<file path="src/rtl/led_blinker.sv">
// led_blinker - multi-channel LED driver with shared tick prescaler, blink and counted-burst modes.
// Optional LED_ACTIVE_LOW_EN inverts the led output (reset drives all ones).
module led_blinker #(
  parameter int NUM_LEDS = 4,
  parameter int TICK_DIV = 50000,
  parameter int PERIOD_W = 16,
  parameter int CNT_W    = 8,
  localparam int CH_W    = (NUM_LEDS > 1) ? $clog2(NUM_LEDS) : 1
) (
  input  logic                clk,
  input  logic                rst,
  input  logic                wr_en,
  input  logic [CH_W-1:0]     wr_ch,
  input  logic [1:0]          wr_mode,
  input  logic [PERIOD_W-1:0] wr_period,
  input  logic [CNT_W-1:0]    wr_count,
  output logic [NUM_LEDS-1:0] led,
  output logic [NUM_LEDS-1:0] busy,
  output logic [NUM_LEDS-1:0] done
);

  localparam int PS_W = $clog2(TICK_DIV);
  localparam logic [PS_W-1:0] PS_MAX = PS_W'(TICK_DIV - 1);

  typedef enum logic [1:0] {
    MODE_OFF   = 2'd0,
    MODE_ON    = 2'd1,
    MODE_BLINK = 2'd2,
    MODE_BURST = 2'd3
  } mode_e;

  logic [PS_W-1:0]     ps_q, ps_d;
  logic                tick;
  mode_e               mode_q   [NUM_LEDS];
  mode_e               mode_d   [NUM_LEDS];
  logic [PERIOD_W-1:0] period_q [NUM_LEDS];
  logic [PERIOD_W-1:0] period_d [NUM_LEDS];
  logic [PERIOD_W-1:0] ph_q     [NUM_LEDS];
  logic [PERIOD_W-1:0] ph_d     [NUM_LEDS];
  logic [CNT_W-1:0]    rem_q    [NUM_LEDS];
  logic [CNT_W-1:0]    rem_d    [NUM_LEDS];
  logic [NUM_LEDS-1:0] led_q, led_d;
  logic [NUM_LEDS-1:0] busy_q, busy_d;
  logic [NUM_LEDS-1:0] done_q, done_d;
  logic                wr_valid;

  assign tick     = (ps_q == PS_MAX);
  assign wr_valid = wr_en && (32'(wr_ch) < NUM_LEDS);

  always_comb begin
    ps_d = tick ? '0 : ps_q + 1'b1;
    for (int i = 0; i < NUM_LEDS; i++) begin
      mode_d[i]   = mode_q[i];
      period_d[i] = period_q[i];
      ph_d[i]     = ph_q[i];
      rem_d[i]    = rem_q[i];
      led_d[i]    = led_q[i];
      done_d[i]   = 1'b0;
      // A write to this channel takes priority over a coincident tick.
      if (wr_valid && (wr_ch == CH_W'(i))) begin
        mode_d[i]   = mode_e'(wr_mode);
        period_d[i] = (wr_period == '0) ? PERIOD_W'(1) : wr_period;
        ph_d[i]     = '0;
        rem_d[i]    = wr_count;
        case (mode_e'(wr_mode))
          MODE_OFF:   led_d[i] = 1'b0;
          MODE_ON:    led_d[i] = 1'b1;
          MODE_BLINK: led_d[i] = 1'b1;
          MODE_BURST: begin
            if (wr_count == '0) begin
              mode_d[i] = MODE_OFF;
              led_d[i]  = 1'b0;
              done_d[i] = 1'b1;
            end else begin
              led_d[i]  = 1'b1;
            end
          end
          default:    led_d[i] = 1'b0;
        endcase
      end else if (tick && (mode_q[i] == MODE_BLINK || mode_q[i] == MODE_BURST)) begin
        if (ph_q[i] == period_q[i] - PERIOD_W'(1)) begin
          ph_d[i]  = '0;
          led_d[i] = ~led_q[i];
          // Bursts count falling edges; the last one ends the burst.
          if (mode_q[i] == MODE_BURST && led_q[i]) begin
            rem_d[i] = rem_q[i] - CNT_W'(1);
            if (rem_q[i] == CNT_W'(1)) begin
              mode_d[i] = MODE_OFF;
              done_d[i] = 1'b1;
            end
          end
        end else begin
          ph_d[i] = ph_q[i] + PERIOD_W'(1);
        end
      end
      busy_d[i] = (mode_d[i] == MODE_BURST);
    end
  end

  always_ff @(posedge clk or posedge rst) begin
    if (rst) begin
      ps_q   <= '0;
      led_q  <= '0;
      busy_q <= '0;
      done_q <= '0;
      for (int i = 0; i < NUM_LEDS; i++) begin
        mode_q[i]   <= MODE_OFF;
        period_q[i] <= '0;
        ph_q[i]     <= '0;
        rem_q[i]    <= '0;
      end
    end else begin
      ps_q     <= ps_d;
      led_q    <= led_d;
      busy_q   <= busy_d;
      done_q   <= done_d;
      mode_q   <= mode_d;
      period_q <= period_d;
      ph_q     <= ph_d;
      rem_q    <= rem_d;
    end
  end

`ifdef LED_ACTIVE_LOW_EN
  assign led = ~led_q;
`else
  assign led = led_q;
`endif
  assign busy = busy_q;
  assign done = done_q;

endmodule

</file>
<file path="config.mk">
export PLATFORM = sky130hd
export DESIGN_NAME = led_blinker
export DESIGN_NICKNAME = d
export VERILOG_FILES = /design/src/rtl/led_blinker.sv
export SDC_FILE = /design/constraint.sdc
export NUM_CORES = 1
export LEC_CHECK = 0
export BUFFER_PORTS_ARGS = -buffer_cell sky130_fd_sc_hd__buf_2
export CORE_AREA = 3 3 200 153
export DETAILED_ROUTE_END_ITERATION = 6
export DIE_AREA = 0 0 203 156
export PLACE_DENSITY = 0.54
export SYNTH_ARGS = -nofsm -noshare
export SYNTH_HDL_FRONTEND = slang
export SYNTH_SLANG_ARGS = --single-unit
</file>
<file path="constraint.sdc">
create_clock -name clk -period 6.3 [get_ports clk]
set_clock_uncertainty 0.2 [all_clocks]
set_input_delay 0.63 -clock clk [delete_from_list [all_inputs] [get_ports clk]]
set_output_delay 0.63 -clock clk [all_outputs]
set_load 0.05 [all_outputs]
</file>
==> results of run 1 <==
-- area by class of cell --
type | count | area [µm²] | share of cell area
multi-input cells | 1029 | 6141 | 0.4884
diodes | 1 | 2.502 | 0.0001990
well taps | 392 | 490.5 | 0.03901
repair buffers | 50 | 270.3 | 0.02149
inverters | 41 | 161.4 | 0.01284
clock inverters | 13 | 150.1 | 0.01194
flip-flops and latches | 196 | 4905 | 0.3901
clock buffers | 19 | 452.9 | 0.03602
-- cell usage after synthesis (5+ instances only) --
| cell type | instances | area share |
|---|---|---|
| a211oi_1 | 5 | 0.0033 |
| a21oi_1 | 28 | 0.012 |
| a31o_2 | 5 | 0.0038 |
| a31oi_1 | 39 | 0.021 |
| and2_1 | 12 | 0.0066 |
| and3_1 | 26 | 0.014 |
| and4_1 | 6 | 0.0046 |
| clkbuf_1 | 50 | 0.016 |
| dfrtp_1 | 196 | 0.43 |
| ha_1 | 19 | 0.021 |
| inv_1 | 41 | 0.013 |
| mux2i_1 | 7 | 0.0061 |
| nand2_1 | 259 | 0.085 |
| nand2b_1 | 8 | 0.0044 |
| nand3_1 | 59 | 0.026 |
| nand3b_1 | 6 | 0.0039 |
| nand4_1 | 26 | 0.014 |
| nor2_1 | 106 | 0.035 |
| nor3_1 | 44 | 0.019 |
| nor3b_1 | 6 | 0.0039 |
| nor4_1 | 21 | 0.012 |
| nor4b_1 | 7 | 0.0054 |
| o211ai_1 | 6 | 0.0039 |
| o21ai_0 | 55 | 0.024 |
| o31ai_1 | 17 | 0.011 |
| or2_2 | 9 | 0.0049 |
| or3_1 | 19 | 0.010 |
| or4_1 | 9 | 0.0059 |
| xnor2_1 | 70 | 0.054 |
| xor2_1 | 74 | 0.057 |
-- routing by layer --
| layer | routed length (µm) | GRT usage |
|---|---|---|
| met5 | 0 | 0.001488 |
| met4 | 699 | 0.07023 |
| met3 | 1843 | 0.04171 |
| met2 | 13110 | 0.2909 |
| met1 | 16350 | 0.3107 |
-- worst reg2reg max path: stages (launching register included) --
cell and delay (ns):
dfrtp_1 0.42, inv_1 0.07, ha_1 0.20, nor4b_1 0.74, nand2_1 0.17, a211o_1 0.27, a211o_1 0.26, nor4b_2 0.74
a21oi_1 0.57, nand3_1 0.61, o21ai_0 0.19
-- kinds of logic after synthesis --
family	count (synthesis)	synth area share
XOR/XNOR	144	0.1104
AO/OA/AOI/OAI	209	0.1213
buffers and inverters	99	0.03364
flip-flops	196	0.4295
AND/OR/NAND/NOR	646	0.2742
adder cells (fa/ha/maj)	19	0.02082
multiplexers	11	0.01008
-- metrics by stage --
step	total power [mW]	cell area [µm²]	hold slack, ns
3_5_place_dp	2.152	11970	0.2583
2_1_floorplan	1.970	11420	0.2251
6_report	3.269	12570	0.1782
5_1_grt	3.449	12570	0.2584
3_3_place_gp	2.144	11970	0.2495
4_1_cts	3.306	12570	0.2143
-- flip-flops by register name, summed over array words and instances (netlist names) --
register and count:
period_q 64, ph_q 64, rem_q 32, ps_q 16, mode_q 8, busy 4
done 4, led 4
-- power breakdown --
group,switching (mW),internal (mW)
Sequential,0.161,1.37
Clock,0.526,0.612
Combinational,0.359,0.238
Total,1.05,2.22
-- worst paths after layout --
| path | start | end | cells after the start |
|---|---|---|---|
| worst max register to register | period_q[48]$_DFFE_PP0P_ | ph_q[51]$_DFFE_PP0P_ | 10 |
| worst max-delay path | period_q[48]$_DFFE_PP0P_ | ph_q[51]$_DFFE_PP0P_ | 10 |
| min in group clk | ps_q[0]$_DFF_PP0_ | ps_q[0]$_DFF_PP0_ | 1 |
| worst min-delay path | rst | ph_q[25]$_DFFE_PP0P_ | 2 |
| worst min register to register | ps_q[0]$_DFF_PP0_ | ps_q[0]$_DFF_PP0_ | 1 |
| max in group asynchronous | rst | ps_q[7]$_DFF_PP0_ | 3 |
==> flow_metrics.py, run 1 <==
metrics = {
    "setup_path": {
        "path_cells": "inv_1 -> ha_1 -> nor4b_1 -> nand2_1 -> a211o_1 -> a211o_1 -> nor4b_2 -> a21oi_1 -> nand3_1 -> o21ai_0",
        "cp_max_fo": 15,
        "critical_path_class": "reg2reg",
        "critPathMaxStageDelay_ns": 0.74,
        "cp_data_arrival_time_ns": 4.69,
        "crit_path_end_kind": "flip-flop",
        "cpMostUsedCell": "a211o_1",
        "ff2ff_setup_slack_ns": 1.72,
        "cp.required_ns": 6.41,
        "worst_path_max_delay_cell": "nor4b_1",
        "cp_top_family": "simple AND/OR/NAND/NOR gates",
        "critPathLaunchType": "flip-flop",
        "path_buf_inv": 1,
    },
    "floorplan": {
        "ioPinCount": 43,
        "die_h_um": 156,
        "rows": 54,
        "core_um2": 28850,
        "die_w_um": 203,
        "die_area_um2": 31670,
        "initial_core_util": 0.3958,
    },
    "logic_synthesis": {
        "synth.distinct_cells": 81,
        "synth_seq_cells": 196,
        "syn_area_um2": 11420,
        "synth-edff-count": 0,
        "ys.flop_type": "dfrtp_1",
        "syn_nets": 1374,
        "yosys_warnings": 0,
        "ys_seq_area_frac": 0.4295,
        "syn-mean-instance-area_um2": 8.625,
        "postSynthCellCount": 1324,
        "synthArstFlopShare": 1.000,
    },
    "timing": {
        "rsz0062_at_grt": "false",
        "worst_pin_slew_ns": 1.176,
        "setup_viol": 0,
        "worst_slack_ns": 1.717,
        "slew_viol_final": 0,
        "final.setup.tns_ns": 0,
        "max_slew_margin": 0.2158,
        "fmax_ghz": 0.2182,
        "hold_violations": 0,
        "fin_crit_ns": 4.583,
        "fin_crit_sh": 0.7275,
    },
    "clocking": {
        "cts_buffer_depth": 2,
        "cts_max_level": 4,
        "cts-root-buf": "clkbuf_16",
        "cts_resized": 0,
        "numCtsBuffers": 17,
        "clock-sinks": 196,
        "clk_latency_ns": 0.45,
        "ctsHoldBuffers": 0,
        "cts_tree": "yes",
        "clk_pin_slew_ns": 0.08,
        "post-cts-setup-buffer-count": 0,
    },
    "cells_and_area": {
        "finalNetCount": 1385,
        "drive_above_1_share": 0.08531,
        "final_common_cell": "nand2_1",
        "syn_to_final_growth_pct": 10.10,
        "final_cells": 1741,
        "fin_util": 0.4358,
        "fillCellCount": 2921,
        "final_cell_mix": "259 x nand2_1, 196 x dfrtp_1, 104 x nor2_1",
    },
    "place": {
        "globalplace.congestion": 0.8638,
        "dp_cells": 1708,
        "dp_hpwl_mm": 22.68,
        "port_buffers": 42,
        "place_ws_ns": 1.771,
    },
    "detailed_routing": {
        "drtPass1Iterations": 5,
        "ant_nets": 0,
        "vias": 9542,
        "via_per_inst": 5.481,
        "finalWirelength_mm": 32.00,
        "drc": 0,
        "first_iter_violations": 721,
        "wl_per_cell_um": 18.38,
    },
    "outcome": {
        "status": "complete, no violations",
    },
    "power": {
        "peakVddDrop_uv": 184.8,
        "p_per_area_nw_per_um2": 260.0,
        "p_leak_nw": 5.420,
    },
    "grt": {
        "grt_pass1_wl_mm": 50.84,
        "grt_overflow": 0,
        "grtUsageTotal": 0.2053,
        "antenna_found_initial": 1,
        "first_global_vias": 8899,
        "grt_max_degree": 129,
    },
    "min_path": {
        "hold_path.class": "in2async",
    },
    "job": {
        "maxCapViolCount": 0,
    },
}
Note: power is estimated with default switching activity, not from simulation.
==> run 2: changes to the inputs <==
==> constraint.sdc (replaced) <==
create_clock -name clk -period 3.8 [get_ports clk]
set_clock_uncertainty 0.2 [all_clocks]
set_input_delay 0.38 -clock clk [delete_from_list [all_inputs] [get_ports clk]]
set_output_delay 0.38 -clock clk [all_outputs]
set_load 0.05 [all_outputs]
==> run 2 against run 1 <==
  * Sequential power is 64% higher
  * Cell count is 2.0% higher
  * Total power is 66% higher
  * Non-clock buffer count is 40 higher
  * Critical endpoint is now rem_q[13]$_DFFE_PP0P_
  * Largest power group unchanged
==> flow_metrics.py, run 2 (synthesis results as in run 1) <==
metrics = {
    "outcome": {
        "status": "complete, no violations",
    },
    "clocking": {
        "clock-sinks": 196,
        "cts_tree": "yes",
        "cts_buffer_depth": 2,
        "cts_max_level": 4,
        "cts-root-buf": "clkbuf_16",
        "numCtsBuffers": 17,
        "clk_latency_ns": 0.45,
        "clk_pin_slew_ns": 0.07,
    },
    "setup_path": {
        "cp_max_fo": 9,
        "r2r_cells": 10,
        "cp_top_family": "simple AND/OR/NAND/NOR gates",
        "path_cells": "inv_1 -> ha_2 -> or3b_1 -> or4b_4 -> o211ai_2 -> o211ai_1 -> or4_1 -> or3_4 -> or4_1 -> a31oi_2",
        "cp.required_ns": 3.96,
        "cp.depth": 10,
        "cpMostUsedCell": "or4_1",
        "r2r_end": "rem_q[13]$_DFFE_PP0P_",
        "crit_path_end_kind": "flip-flop",
        "critPathMaxStageDelay_ns": 0.53,
        "cp_data_arrival_time_ns": 3.81,
        "worst_path_max_delay_cell": "or4b_4",
        "path_buf_inv": 1,
        "critical_path_class": "reg2reg",
        "critPathLaunchType": "flip-flop",
        "r2r_start": "period_q[17]$_DFFE_PP0P_",
        "ff2ff_setup_slack_ns": 0.15,
    },
    "timing": {
        "slew_viol_final": 0,
        "hold_violations": 0,
        "worst_pin_slew_ns": 0.8876,
        "fin_crit_sh": 0.9607,
        "fin_crit_ns": 3.651,
        "final.setup.tns_ns": 0,
        "fmax_ghz": 0.2739,
        "worst_slack_ns": 0.1494,
        "setup_viol": 0,
        "max_slew_margin": 0.4005,
    },
    "floorplan": {
        "initial_core_util": 0.3958,
        "die_w_um": 203,
        "core_um2": 28850,
        "rows": 54,
        "ioPinCount": 43,
        "die_area_um2": 31670,
        "die_h_um": 156,
    },
    "grt": {
        "grt_max_degree": 64,
        "grt_overflow": 0,
        "grt_pass1_wl_mm": 51.40,
        "first_global_vias": 8997,
        "antenna_found_initial": 0,
        "grtUsageTotal": 0.2056,
    },
    "detailed_routing": {
        "ant_nets": 0,
        "drtPass1Iterations": 5,
        "finalWirelength_mm": 31.72,
        "vias": 9694,
        "via_per_inst": 5.458,
        "wl_per_cell_um": 17.86,
        "drc": 0,
        "first_iter_violations": 718,
    },
    "power": {
        "p_per_area_nw_per_um2": 419.9,
        "clockPowerShare": 0.332,
        "p_int_mw": 3.743,
        "combPwrFrac": 0.201,
        "p_seq_frac": 0.467,
        "p_leak_nw": 5.614,
        "switching_power_mw": 1.673,
        "peakVddDrop_uv": 335.0,
        "switching_share": 0.3088,
    },
    "min_path": {
        "whs_path_depth": 3,
        "hold_path.class": "in2reg",
        "hp-start": "wr_period[5]",
        "hold_path_end": "period_q[5]$_DFFE_PP0P_",
    },
    "cells_and_area": {
        "fillCellCount": 2871,
        "final_common_cell": "nand2_1",
        "ff_latch_area_um2": 4905,
        "fin_util": 0.4471,
        "drive_above_1_share": 0.1120,
        "diodes": 0,
        "syn_to_final_growth_pct": 12.95,
        "finalNetCount": 1425,
        "final_cell_mix": "259 x nand2_1, 196 x dfrtp_1, 103 x nor2_1",
        "fin_area_um2": 12900,
        "multiInputGateArea_um2": 6180,
        "reg.largest.list": "period_q (64), ph_q (64), rem_q (32)",
    },
    "place": {
        "globalplace.congestion": 0.8863,
        "dp_hpwl_mm": 22.84,
        "place_ws_ns": -0.01078,
        "port_buffers": 42,
        "postPlaceCellArea_um2": 12290,
    },
    "job": {
        "maxCapViolCount": 0,
    },
}
run 2: cell count changes in the layout (fill, tap and decap cells not counted), sizes merged:
cell and change:
clkinv -2, buf +39, diode -1, clkbuf +4
inv -4, clkinvlp -2, dlygate4sd3 +1
run 2: through the flow:
step | hold WS (ns) | instances | total power, mW
5_1_grt | 0.04495 | 1776 | 5.730
2_1_floorplan | 0.2251 | 1324 | 3.270
3_5_place_dp | 0.2500 | 1746 | 3.635
3_3_place_gp | 0.2487 | 1746 | 3.624
6_report | 0.06449 | 1776 | 5.416
4_1_cts | 0.03488 | 1775 | 5.463
run 2: metal layers:
layer  up-vias  part of all wire  global-route usage  routed length [µm]
li1       4729                 -                   -                   -
met1      4716              0.49              0.3083               15670
met2       225              0.44              0.3041               13960
met3        24             0.056             0.04609                1779
met4         0            0.0097             0.04319                 309
met5         -                 0                   0                   0
run 2: timing repair:
item,4_1_cts,5_1_grt
buffers inserted,0,1
hold endpoints to repair,30,0
gates resized for setup,0,8
endpoints found under the setup margin,0,34
hold buffers,1,0
run 2: power groups by stage:
stage / clock network (mW) / logic (mW) / registers, mW
2_1_floorplan: 0 / 0.745 / 2.53
3_3_place_gp: 0 / 1.06 / 2.56
3_5_place_dp: 0 / 1.07 / 2.56
4_1_cts: 1.86 / 1.08 / 2.53
5_1_grt: 1.93 / 1.23 / 2.57
6_report: 1.80 / 1.09 / 2.53
run 2: layout make-up:
cell class / count / share of cell area
Clock buffer: 23 / 0.03706
Tap cell: 392 / 0.03803
Multi-Input combinational cell: 1029 / 0.4791
Clock inverter: 5 / 0.006014
Timing Repair Buffer: 90 / 0.04734
Inverter: 41 / 0.01222
Sequential cell: 196 / 0.3803
run 2: worst max path at each step:
stage / from / endpoint / slack [ns]
3_3_place_gp: period_q[20]$_DFFE_PP0P_ / rem_q[11]$_DFFE_PP0P_ / 0.06
6_report: period_q[17]$_DFFE_PP0P_ / rem_q[13]$_DFFE_PP0P_ / 0.15
2_1_floorplan: period_q[16]$_DFFE_PP0P_ / rem_q[11]$_DFFE_PP0P_ / 0.005
3_5_place_dp: period_q[20]$_DFFE_PP0P_ / rem_q[11]$_DFFE_PP0P_ / -0.01
4_1_cts: period_q[20]$_DFFE_PP0P_ / rem_q[13]$_DFFE_PP0P_ / 0.00002
5_1_grt: period_q[17]$_DFFE_PP0P_ / rem_q[13]$_DFFE_PP0P_ / -0.007
run 2: tightest hold or removal path: stages:
cell	delay, ns
buf_2	0.17
nand2_1	0.08
nand2_1	0.04
==> run 3: changes to the inputs <==
==> constraint.sdc (replaced) <==
create_clock -name clk -period 3.8 [get_ports clk]
set_clock_uncertainty 0.2 [all_clocks]
set_input_delay 0.76 -clock clk [delete_from_list [all_inputs] [get_ports clk]]
set_output_delay 0.76 -clock clk [all_outputs]
set_load 0.05 [all_outputs]
==> run 3 against run 2 <==
  * Utilization rose by 0.36 points
  * Setup slack worse by 0.00081 ns
  * Worst hold slack better by 0.18 ns
  * Sequential share of layout area fell by 0.31 points
==> flow_metrics.py, run 3 (synthesis results as in run 1) <==
metrics = {
    "setup_path": {
        "critPathMaxStageDelay_ns": 0.57,
        "cp_max_fo": 5,
        "crit_path_end_kind": "flip-flop",
        "cp_data_arrival_time_ns": 3.83,
        "cp.depth": 8,
        "cpMostUsedCell": "or4_4",
        "r2r_start": "period_q[20]$_DFFE_PP0P_",
        "cp_top_family": "simple AND/OR/NAND/NOR gates",
        "ff2ff_setup_slack_ns": 0.15,
        "path_cells": "or4_4 -> o31a_1 -> o31ai_1 -> a21bo_2 -> or4_4 -> or3_4 -> or4_1 -> a31oi_1",
        "critPathLaunchType": "flip-flop",
        "path_buf_inv": 0,
        "r2r_end": "rem_q[11]$_DFFE_PP0P_",
        "r2r_cells": 8,
        "worst_path_max_delay_cell": "or4_4",
        "critical_path_class": "reg2reg",
        "cp.required_ns": 3.98,
    },
    "place": {
        "postPlaceCellArea_um2": 12300,
        "port_buffers": 42,
        "globalplace.congestion": 0.8464,
        "dp_hpwl_mm": 22.81,
    },
    "cells_and_area": {
        "reg.largest.list": "period_q (64), ph_q (64), rem_q (32)",
        "final_cell_mix": "259 x nand2_1, 196 x dfrtp_1, 103 x nor2_1",
        "drive_above_1_share": 0.1202,
        "diodes": 0,
        "final_common_cell": "nand2_1",
        "fin_area_um2": 13000,
        "syn_to_final_growth_pct": 13.87,
        "finalNetCount": 1427,
    },
    "detailed_routing": {
        "drtPass1Iterations": 5,
        "via_per_inst": 5.456,
        "first_iter_violations": 609,
        "ant_nets": 0,
        "vias": 9717,
        "wl_per_cell_um": 17.95,
        "drc": 0,
        "finalWirelength_mm": 31.97,
    },
    "timing": {
        "setup_viol": 0,
        "max_slew_margin": 0.2669,
        "fin_crit_sh": 0.9609,
        "worst_pin_slew_ns": 1.100,
        "fmax_ghz": 0.2739,
        "rsz0062_at_grt": "false",
        "holdWs_ns": 0.2472,
        "final.setup.tns_ns": 0,
        "hold_violations": 0,
        "slew_viol_final": 0,
        "fin_crit_ns": 3.651,
    },
    "outcome": {
        "status": "complete, no violations",
    },
    "power": {
        "peakVddDrop_uv": 306.9,
        "combPwrFrac": 0.198,
        "p_seq_frac": 0.450,
        "p_int_mw": 3.853,
        "total_power_mw": 5.612,
        "switching_share": 0.3134,
        "p_per_area_nw_per_um2": 431.6,
        "switching_power_mw": 1.759,
        "clockPowerShare": 0.352,
        "p_leak_nw": 5.664,
    },
    "clocking": {
        "clock-sinks": 196,
        "cts_tree": "yes",
        "cts_buffer_depth": 2,
        "ctsHoldBuffers": 0,
        "cts_max_level": 4,
        "clk_latency_ns": 0.45,
        "cts-root-buf": "clkbuf_16",
        "clk_pin_slew_ns": 0.08,
        "numCtsBuffers": 17,
    },
    "grt": {
        "first_global_vias": 9145,
        "grt_max_degree": 48,
        "grt_overflow": 0,
        "antenna_found_initial": 0,
        "grt_pass1_wl_mm": 51.18,
        "grtUsageTotal": 0.2046,
    },
    "min_path": {
        "hold_path.class": "in2async",
    },
    "floorplan": {
        "rows": 54,
        "initial_core_util": 0.3958,
        "ioPinCount": 43,
        "core_um2": 28850,
        "die_area_um2": 31670,
        "die_w_um": 203,
        "die_h_um": 156,
    },
    "job": {
        "maxCapViolCount": 0,
    },
}
-- run 3: cell types whose count changed in the layout (fill, tap and decap cells not counted), moves of 2 or more --
| cell | before | now |
|---|---|---|
| clkbuf_1 | 3 | 0 |
| clkbuf_8 | 3 | 0 |
| inv_6 | 0 | 3 |
| bufinv_16 | 2 | 4 |
| clkinv_4 | 0 | 2 |
-- run 3: metrics by stage --
stage | setup slack, ns | utilization | cells
6_report | 0.1486 | 0.4507 | 1781
5_1_grt | 0.01134 | 0.4507 | 1781
4_1_cts | 0.03636 | 0.4481 | 1777
3_5_place_dp | 0.02514 | 0.4264 | 1746
3_3_place_gp | 0.08581 | 0.4264 | 1746
2_1_floorplan | 0.005305 | - | 1324
-- run 3: layout make-up --
class | instances | area (µm²)
fillers | 2870 | 15850
multi-input cells | 1030 | 6200
flip-flops and latches | 196 | 4905
repair buffers | 91 | 625.6
well taps | 392 | 490.5
clock buffers | 17 | 425.4
clock inverters | 14 | 200.2
inverters | 41 | 157.7
-- run 3: per-layer routing --
metal | GRT usage | vias up | share of wire
met5 | 0 | - | 0
met4 | 0.04286 | 0 | 0.0098
met3 | 0.04400 | 24 | 0.053
met2 | 0.3120 | 220 | 0.44
met1 | 0.3001 | 4737 | 0.49
li1 | - | 4736 | -
-- run 3: worst reg2reg max path: stages (launching register included) --
cell     delay, ns
dfrtp_1       0.38
or4_4         0.57
o31a_1        0.31
o31ai_1       0.22
a21bo_2       0.25
or4_4         0.55
or3_4         0.44
or4_1         0.51
a31oi_1       0.16
-- run 3: timing repair --
item | CTS | global route
setup endpoints to repair | 0 | 48
resized for setup | 0 | 16
buffers inserted | 0 | 2
-- run 3: power groups by stage --
stage	combinational [mW]	sequential [mW]	clock (mW)
global route	1.25	2.56	2.12
finish	1.11	2.53	1.97
CTS	1.09	2.52	2.03
global placement	1.07	2.56	0
detailed placement	1.09	2.56	0
floorplan	0.745	2.53	0
-- run 3: how the worst max path moves through the flow --
stage | startpoint | endpoint | slack [ns]
after CTS | period_q[32]$_DFFE_PP0P_ | rem_q[18]$_DFFE_PP0P_ | 0.04
final | period_q[20]$_DFFE_PP0P_ | rem_q[11]$_DFFE_PP0P_ | 0.15
after floorplan | period_q[16]$_DFFE_PP0P_ | rem_q[11]$_DFFE_PP0P_ | 0.005
after global placement | period_q[21]$_DFFE_PP0P_ | rem_q[11]$_DFFE_PP0P_ | 0.09
after global routing | period_q[32]$_DFFE_PP0P_ | rem_q[18]$_DFFE_PP0P_ | 0.01
after detailed placement | period_q[16]$_DFFE_PP0P_ | rem_q[11]$_DFFE_PP0P_ | 0.03
